--- src/rtl/gray_pkg.sv ---
// Shared Gray-code helpers used by the binary-to-Gray encoder and the
// Gray-to-binary decoder.
package gray_pkg;

  // Widest word either codec supports.
  localparam int unsigned GRAY_W_MAX = 32;

  // Reflected Gray code of the low 'width' bits of b. Bits at and above
  // 'width' are cleared so the caller can slice out its own word.
  function automatic logic [GRAY_W_MAX-1:0] bin2gray(
    input logic [GRAY_W_MAX-1:0] b,
    input int unsigned           width
  );
    logic [GRAY_W_MAX-1:0] mask;
    if (width >= GRAY_W_MAX) begin
      mask = '1;
    end else begin
      mask = (32'd1 << width) - 32'd1;
    end
    // Logical shift: the MSB passes through unchanged, no sign extension.
    return (b ^ (b >> 1)) & mask;
  endfunction

  // Number of set bits in a full-width word (0..GRAY_W_MAX).
  function automatic logic [5:0] gray_popcount(
    input logic [GRAY_W_MAX-1:0] x
  );
    logic [GRAY_W_MAX-1:0] v;
    logic [5:0]            c;
    v = x;
    c = '0;
    for (int unsigned i = 0; i < GRAY_W_MAX; i++) begin
      c = c + {5'd0, v[0]};
      v = v >> 1;
    end
    return c;
  endfunction

endpackage

--- src/rtl/gray_adj_chk.sv ---
// Combinational Gray adjacency check: high when the two codes differ in
// exactly one bit. Identical codes are not adjacent.
module gray_adj_chk
  import gray_pkg::*;
#(
  parameter int unsigned WIDTH = 4
) (
  input  logic [WIDTH-1:0] new_gray_i,
  input  logic [WIDTH-1:0] prev_gray_i,
  output logic             adj_o
);

  logic [GRAY_W_MAX-1:0] diff;

  // Zero-extend the difference and test for a single set bit.
  always_comb begin
    diff                = '0;
    diff[WIDTH-1:0]     = new_gray_i ^ prev_gray_i;
    adj_o               = (gray_popcount(diff) == 6'd1);
  end

endmodule

--- src/rtl/bin_to_gray_enc.sv ---
// Streaming binary-to-Gray encoder. Two-stage elastic pipeline with a
// valid/ready handshake on each side: S1 holds the raw binary word, S2 holds
// the encoded word plus the adjacency flag and drives the outputs from flops.
module bin_to_gray_enc
  import gray_pkg::*;
#(
  parameter int unsigned WIDTH = 4
) (
  input  logic             clk,
  input  logic             rst_n,
  input  logic             in_valid,
  output logic             in_ready,
  input  logic [WIDTH-1:0] in_bin,
  output logic             out_valid,
  input  logic             out_ready,
  output logic [WIDTH-1:0] out_gray,
  output logic             out_adj
);

  // Stage 1: raw binary word.
  logic             s1_valid_q, s1_valid_d;
  logic [WIDTH-1:0] s1_bin_q,   s1_bin_d;

  // Stage 2: encoded word and adjacency flag.
  logic             s2_valid_q, s2_valid_d;
  logic [WIDTH-1:0] s2_gray_q,  s2_gray_d;
  logic             s2_adj_q,   s2_adj_d;

  // Adjacency history: last code loaded into S2.
  logic [WIDTH-1:0] prev_gray_q, prev_gray_d;
  logic             prev_seen_q, prev_seen_d;

  // Handshake and datapath nets.
  logic             s2_load;
  logic             in_fire;
  logic [GRAY_W_MAX-1:0] bin_ext;
  logic [GRAY_W_MAX-1:0] gray_ext;
  logic [WIDTH-1:0] enc_gray;
  logic             adj_raw;
  logic             unused_gray_hi;

  // S2 takes S1's word when S2 is empty or its word leaves this cycle.
  // in_ready follows s2_load combinationally so a full pipe re-opens in the
  // same cycle out_ready rises (no bubble).
  assign s2_load  = s1_valid_q & (~s2_valid_q | out_ready);
  assign in_ready = ~s1_valid_q | s2_load;
  assign in_fire  = in_valid & in_ready;

  // Encode the S1 word through the shared package function.
  always_comb begin
    bin_ext             = '0;
    bin_ext[WIDTH-1:0]  = s1_bin_q;
    gray_ext            = bin2gray(bin_ext, WIDTH);
    enc_gray            = gray_ext[WIDTH-1:0];
    // Bits above WIDTH are zero by construction.
    unused_gray_hi      = ^gray_ext;
  end

  gray_adj_chk #(
    .WIDTH (WIDTH)
  ) u_adj_chk (
    .new_gray_i  (enc_gray),
    .prev_gray_i (prev_gray_q),
    .adj_o       (adj_raw)
  );

  // S1 next state: load on input transfer, otherwise empty when drained.
  always_comb begin
    s1_valid_d = s1_valid_q;
    s1_bin_d   = s1_bin_q;
    if (in_fire) begin
      s1_valid_d = 1'b1;
      s1_bin_d   = in_bin;
    end else if (s2_load) begin
      s1_valid_d = 1'b0;
    end
  end

  // S2 and history next state: load from S1, otherwise empty on output
  // transfer; contents are held while stalled.
  always_comb begin
    s2_valid_d  = s2_valid_q;
    s2_gray_d   = s2_gray_q;
    s2_adj_d    = s2_adj_q;
    prev_gray_d = prev_gray_q;
    prev_seen_d = prev_seen_q;
    if (s2_load) begin
      s2_valid_d  = 1'b1;
      s2_gray_d   = enc_gray;
      s2_adj_d    = prev_seen_q & adj_raw;
      prev_gray_d = enc_gray;
      prev_seen_d = 1'b1;
    end else if (out_ready) begin
      s2_valid_d  = 1'b0;
    end
  end

  // Pipeline and history registers; reset discards in-flight words and
  // clears adjacency history.
  always_ff @(posedge clk or negedge rst_n) begin
    if (!rst_n) begin
      s1_valid_q  <= 1'b0;
      s1_bin_q    <= '0;
      s2_valid_q  <= 1'b0;
      s2_gray_q   <= '0;
      s2_adj_q    <= 1'b0;
      prev_gray_q <= '0;
      prev_seen_q <= 1'b0;
    end else begin
      s1_valid_q  <= s1_valid_d;
      s1_bin_q    <= s1_bin_d;
      s2_valid_q  <= s2_valid_d;
      s2_gray_q   <= s2_gray_d;
      s2_adj_q    <= s2_adj_d;
      prev_gray_q <= prev_gray_d;
      prev_seen_q <= prev_seen_d;
    end
  end

  assign out_valid = s2_valid_q;
  assign out_gray  = s2_gray_q;
  assign out_adj   = s2_adj_q;

endmodule

--- config.mk ---
export PLATFORM = sky130hd
export DESIGN_NAME = bin_to_gray_enc
export DESIGN_NICKNAME = d
export VERILOG_FILES = /design/src/rtl/gray_pkg.sv /design/src/rtl/gray_adj_chk.sv /design/src/rtl/bin_to_gray_enc.sv
export SDC_FILE = /design/constraint.sdc
export NUM_CORES = 1
export LEC_CHECK = 0
export ABC_AREA = 1
export BUFFER_PORTS_ARGS = -buffer_cell sky130_fd_sc_hd__buf_2
export CELL_PAD_IN_SITES_DETAIL_PLACEMENT = 0
export CELL_PAD_IN_SITES_GLOBAL_PLACEMENT = 2
export CORE_AREA = 2 2 54 51
export CTS_CLUSTER_DIAMETER = 50
export DETAILED_ROUTE_END_ITERATION = 16
export DIE_AREA = 0 0 56 53
export GPL_ROUTABILITY_DRIVEN = 0
export PLACE_DENSITY_LB_ADDON = 0.1
export SYNTH_ARGS = -nofsm -noshare
export SYNTH_HDL_FRONTEND = slang
export SYNTH_SLANG_ARGS = --single-unit
--- constraint.sdc ---
create_clock -name clk -period 2.4 [get_ports clk]
set_input_delay 0.36 -clock clk [delete_from_list [all_inputs] [get_ports clk]]
set_output_delay 0.36 -clock clk [all_outputs]
set_load 0.005 [all_outputs]
==> out/results.ini <==
[status]
status=complete, no violations

[die]
core_area_um2=2382
start_util=0.2710
fp.dieArea_um2=2968
die_height_um=53
die_w_um=56
ios=15
row_count=17

[critical_path]
setup.worst_path.start_class=register
crit_path_max_fanout=4
worst-path-buf-inv=4
regToRegEndpoint=out_adj
cp.required_ns=2.61
reg2reg_setup_slack_ns=0.32
critPathKind=register to register
critPathSlowestCell=sky130_fd_sc_hd__dfrtp_1
slowest_delay_ns=0.40
critical_path_endpoint_category=register
worst_case_reg_to_reg_path_depth=15
critPathTopFamily=adder cells
path_common_cell=sky130_fd_sc_hd__nand2_1
reg2reg_from=s1_bin_q[1]
critPathArrivalTime_ns=2.29
path_cells=inv_1 -> nand2_1 -> nand2_1 -> nand2_1 -> nand2_1 -> ha_1 -> inv_1 -> fa_1 -> inv_1 -> ha_1 -> inv_1 -> nand2_1 -> nor2_1 -> nand2_1 -> nand2_1

[flow_run]
max-cap-violations=0

[synthesis]
yosysWarningCount=0
syn-instance-count=84
syn-num-nets=95
synthesis.area_um2=645.6
ys_ff_latch=12
synth.avg_cell_area_um2=7.686
synthDistinctLibCells=14
synth-seq-area-share=0.4651

[clock_network]
clk_pin_slew_ns=0.08
worstSkewPairLatency_ns=0.27
cts_buffers=3
cts_tree=built
clk_path_buf_depth=2
htree_num_levels=1
cts.sink_count=12
root_driver=sky130_fd_sc_hd__clkbuf_4

[finish]
antennaDiodeCount=0
post_route_cells_drive_above_1_share=0.2039
fin_area_um2=797.0
final_core_density=0.3346
area_growth_pct=23.45
final_cells=131
fillerInstances=276
final_nets=115

[power]
peakVddDrop_v=0.0004351
power.density_nw_per_um2=897.4
cellLeakagePower_nw=0.4650
p_total_mw=0.7153

[timing]
timing.final.crit_period_ns=2.077
worst_slew_pin_slew_ns=0.2917
final.setup.tns_ns=0
rsz0062_at_grt=false
slew_headroom=0.8055
clock.fmax_mhz=481.5
finalHoldViolCount=0
finalHoldWorstSlack_ns=0.3175
setup_violations=0
final-max-slew-violation-count=0
finalWorstSetupSlack_ns=0.3232
period_share=0.8653
fin_skew_ns=0.003134

[routing]
wl_per_cell_um=9.992
detail_route.first_pass.iterations=4
drtIter0Drc=2
drt-total-wl_mm=1.309
routed-via-count=557
routed_via_density=4.252
remaining_antenna_violation_count_after_routing=0
remaining_drc_errors=0

[global_route]
grt_start_max_net_pins=13
grt_pass1_vias=535
gr-total-overflow=0
initial_antenna_violation_count=0
grt_use_total=0.1053
wire_length_of_the_first_global_routing_pass_mm=2.297

[worst_hold_path]
holdPathStages=3
worst_min_delay_path_category=input port to register
hold_end=s1_bin_q[1]
worst_min_path_start=in_bin[1]

[place]
post-place-ws_ns=0.3338
dpl_cell_area_um2=750.7
dp_cells=126
port_buffers=14
dp_hpwl_mm=1.033

==> cells in the final DEF, fill, tap and decap left out, types with 2 or more instances in the layout <==
cell and instances:
sky130_fd_sc_hd__buf_2 14, sky130_fd_sc_hd__clkbuf_4 3, sky130_fd_sc_hd__dfrtp_1 12, sky130_fd_sc_hd__ha_1 2
sky130_fd_sc_hd__inv_1 13, sky130_fd_sc_hd__nand2_1 42, sky130_fd_sc_hd__nand3_1 6
==> cells by family after synthesis <==
kind of cell / count (synthesis) / synth area share
AO/OA/AOI/OAI: 2 / 0.02131
XOR/XNOR: 1 / 0.01357
adder cells (fa/ha/maj): 3 / 0.06976
flip-flops: 12 / 0.4651
buffers and inverters: 13 / 0.07559
AND/OR/NAND/NOR: 53 / 0.3547
==> power breakdown <==
part	total, mW	switching, mW	internal (mW)	leakage, nW
sequential	0.283	0.0395	0.243	0.143
combinational	0.271	0.154	0.117	0.301
clock	0.161	0.0691	0.0922	0.0210
total	0.715	0.263	0.453	0.465
==> how the worst max path moves through the flow <==
stage,start,endpoint,depth (start not counted)
floorplan,s1_bin_q[2],out_adj,15
global placement,s1_bin_q[1],out_adj,15
detailed placement,s1_bin_q[1],out_adj,15
CTS,s1_bin_q[1],out_adj,15
global route,s1_bin_q[1],out_adj,15
finish,s1_bin_q[1],out_adj,15
==> cell usage after synthesis <==
cell                        n  area [µm²]
sky130_fd_sc_hd__o21ai_0    1       5.000
sky130_fd_sc_hd__nand3b_1   1       7.510
sky130_fd_sc_hd__ha_1       2       25.02
sky130_fd_sc_hd__nand2_2    1       6.260
sky130_fd_sc_hd__fa_1       1       20.02
sky130_fd_sc_hd__dfrtp_1   12       300.3
sky130_fd_sc_hd__nand3_4    1       17.52
sky130_fd_sc_hd__xnor2_1    1       8.760
sky130_fd_sc_hd__inv_1     13       48.80
sky130_fd_sc_hd__or2_1      1       6.260
sky130_fd_sc_hd__nand3_1    6       30.03
sky130_fd_sc_hd__nor2_1     1       3.750
sky130_fd_sc_hd__a21oi_2    1       8.760
sky130_fd_sc_hd__nand2_1   42       157.7
==> state kept, by name, summed over array words and instances (netlist names) <==
register / count
prev_gray_q: 4
s1_bin_q: 4
out_adj: 1
out_valid: 1
prev_seen_q: 1
s1_valid_q: 1
==> routing by layer <==
layer,global-route usage,wire length (µm),part of all wire,vias up
met2,0.1863,605,0.46,14
met4,0.03571,8,0.0061,0
li1,-,-,-,292
met1,0.1136,608,0.46,249
met3,0.04645,88,0.067,2
met5,0,0,0,-
==> worst register-to-register path: cells and delay by family (launching register included) <==
family	cells	cell delay, ns
flops	1	0.40
fa+ha+maj	3	0.88
simple gates	8	0.51
buf+inv	4	0.24
==> timing repair <==
action,4_1_cts,5_1_grt
hold endpoints to repair,12,0
hold buffers,1,0
buffers inserted,0,0
resized for setup,0,0
==> cell type report <==
type | count | area, µm² | share of cell area
sequential | 12 | 300.3 | 0.3768
multi-input combinational | 59 | 296.5 | 0.3721
timing repair buffer | 15 | 80.08 | 0.1005
inverter | 13 | 48.80 | 0.06122
clock buffer | 4 | 36.28 | 0.04553
tap | 28 | 35.03 | 0.04396
Note: power is estimated with default switching activity, not from simulation.
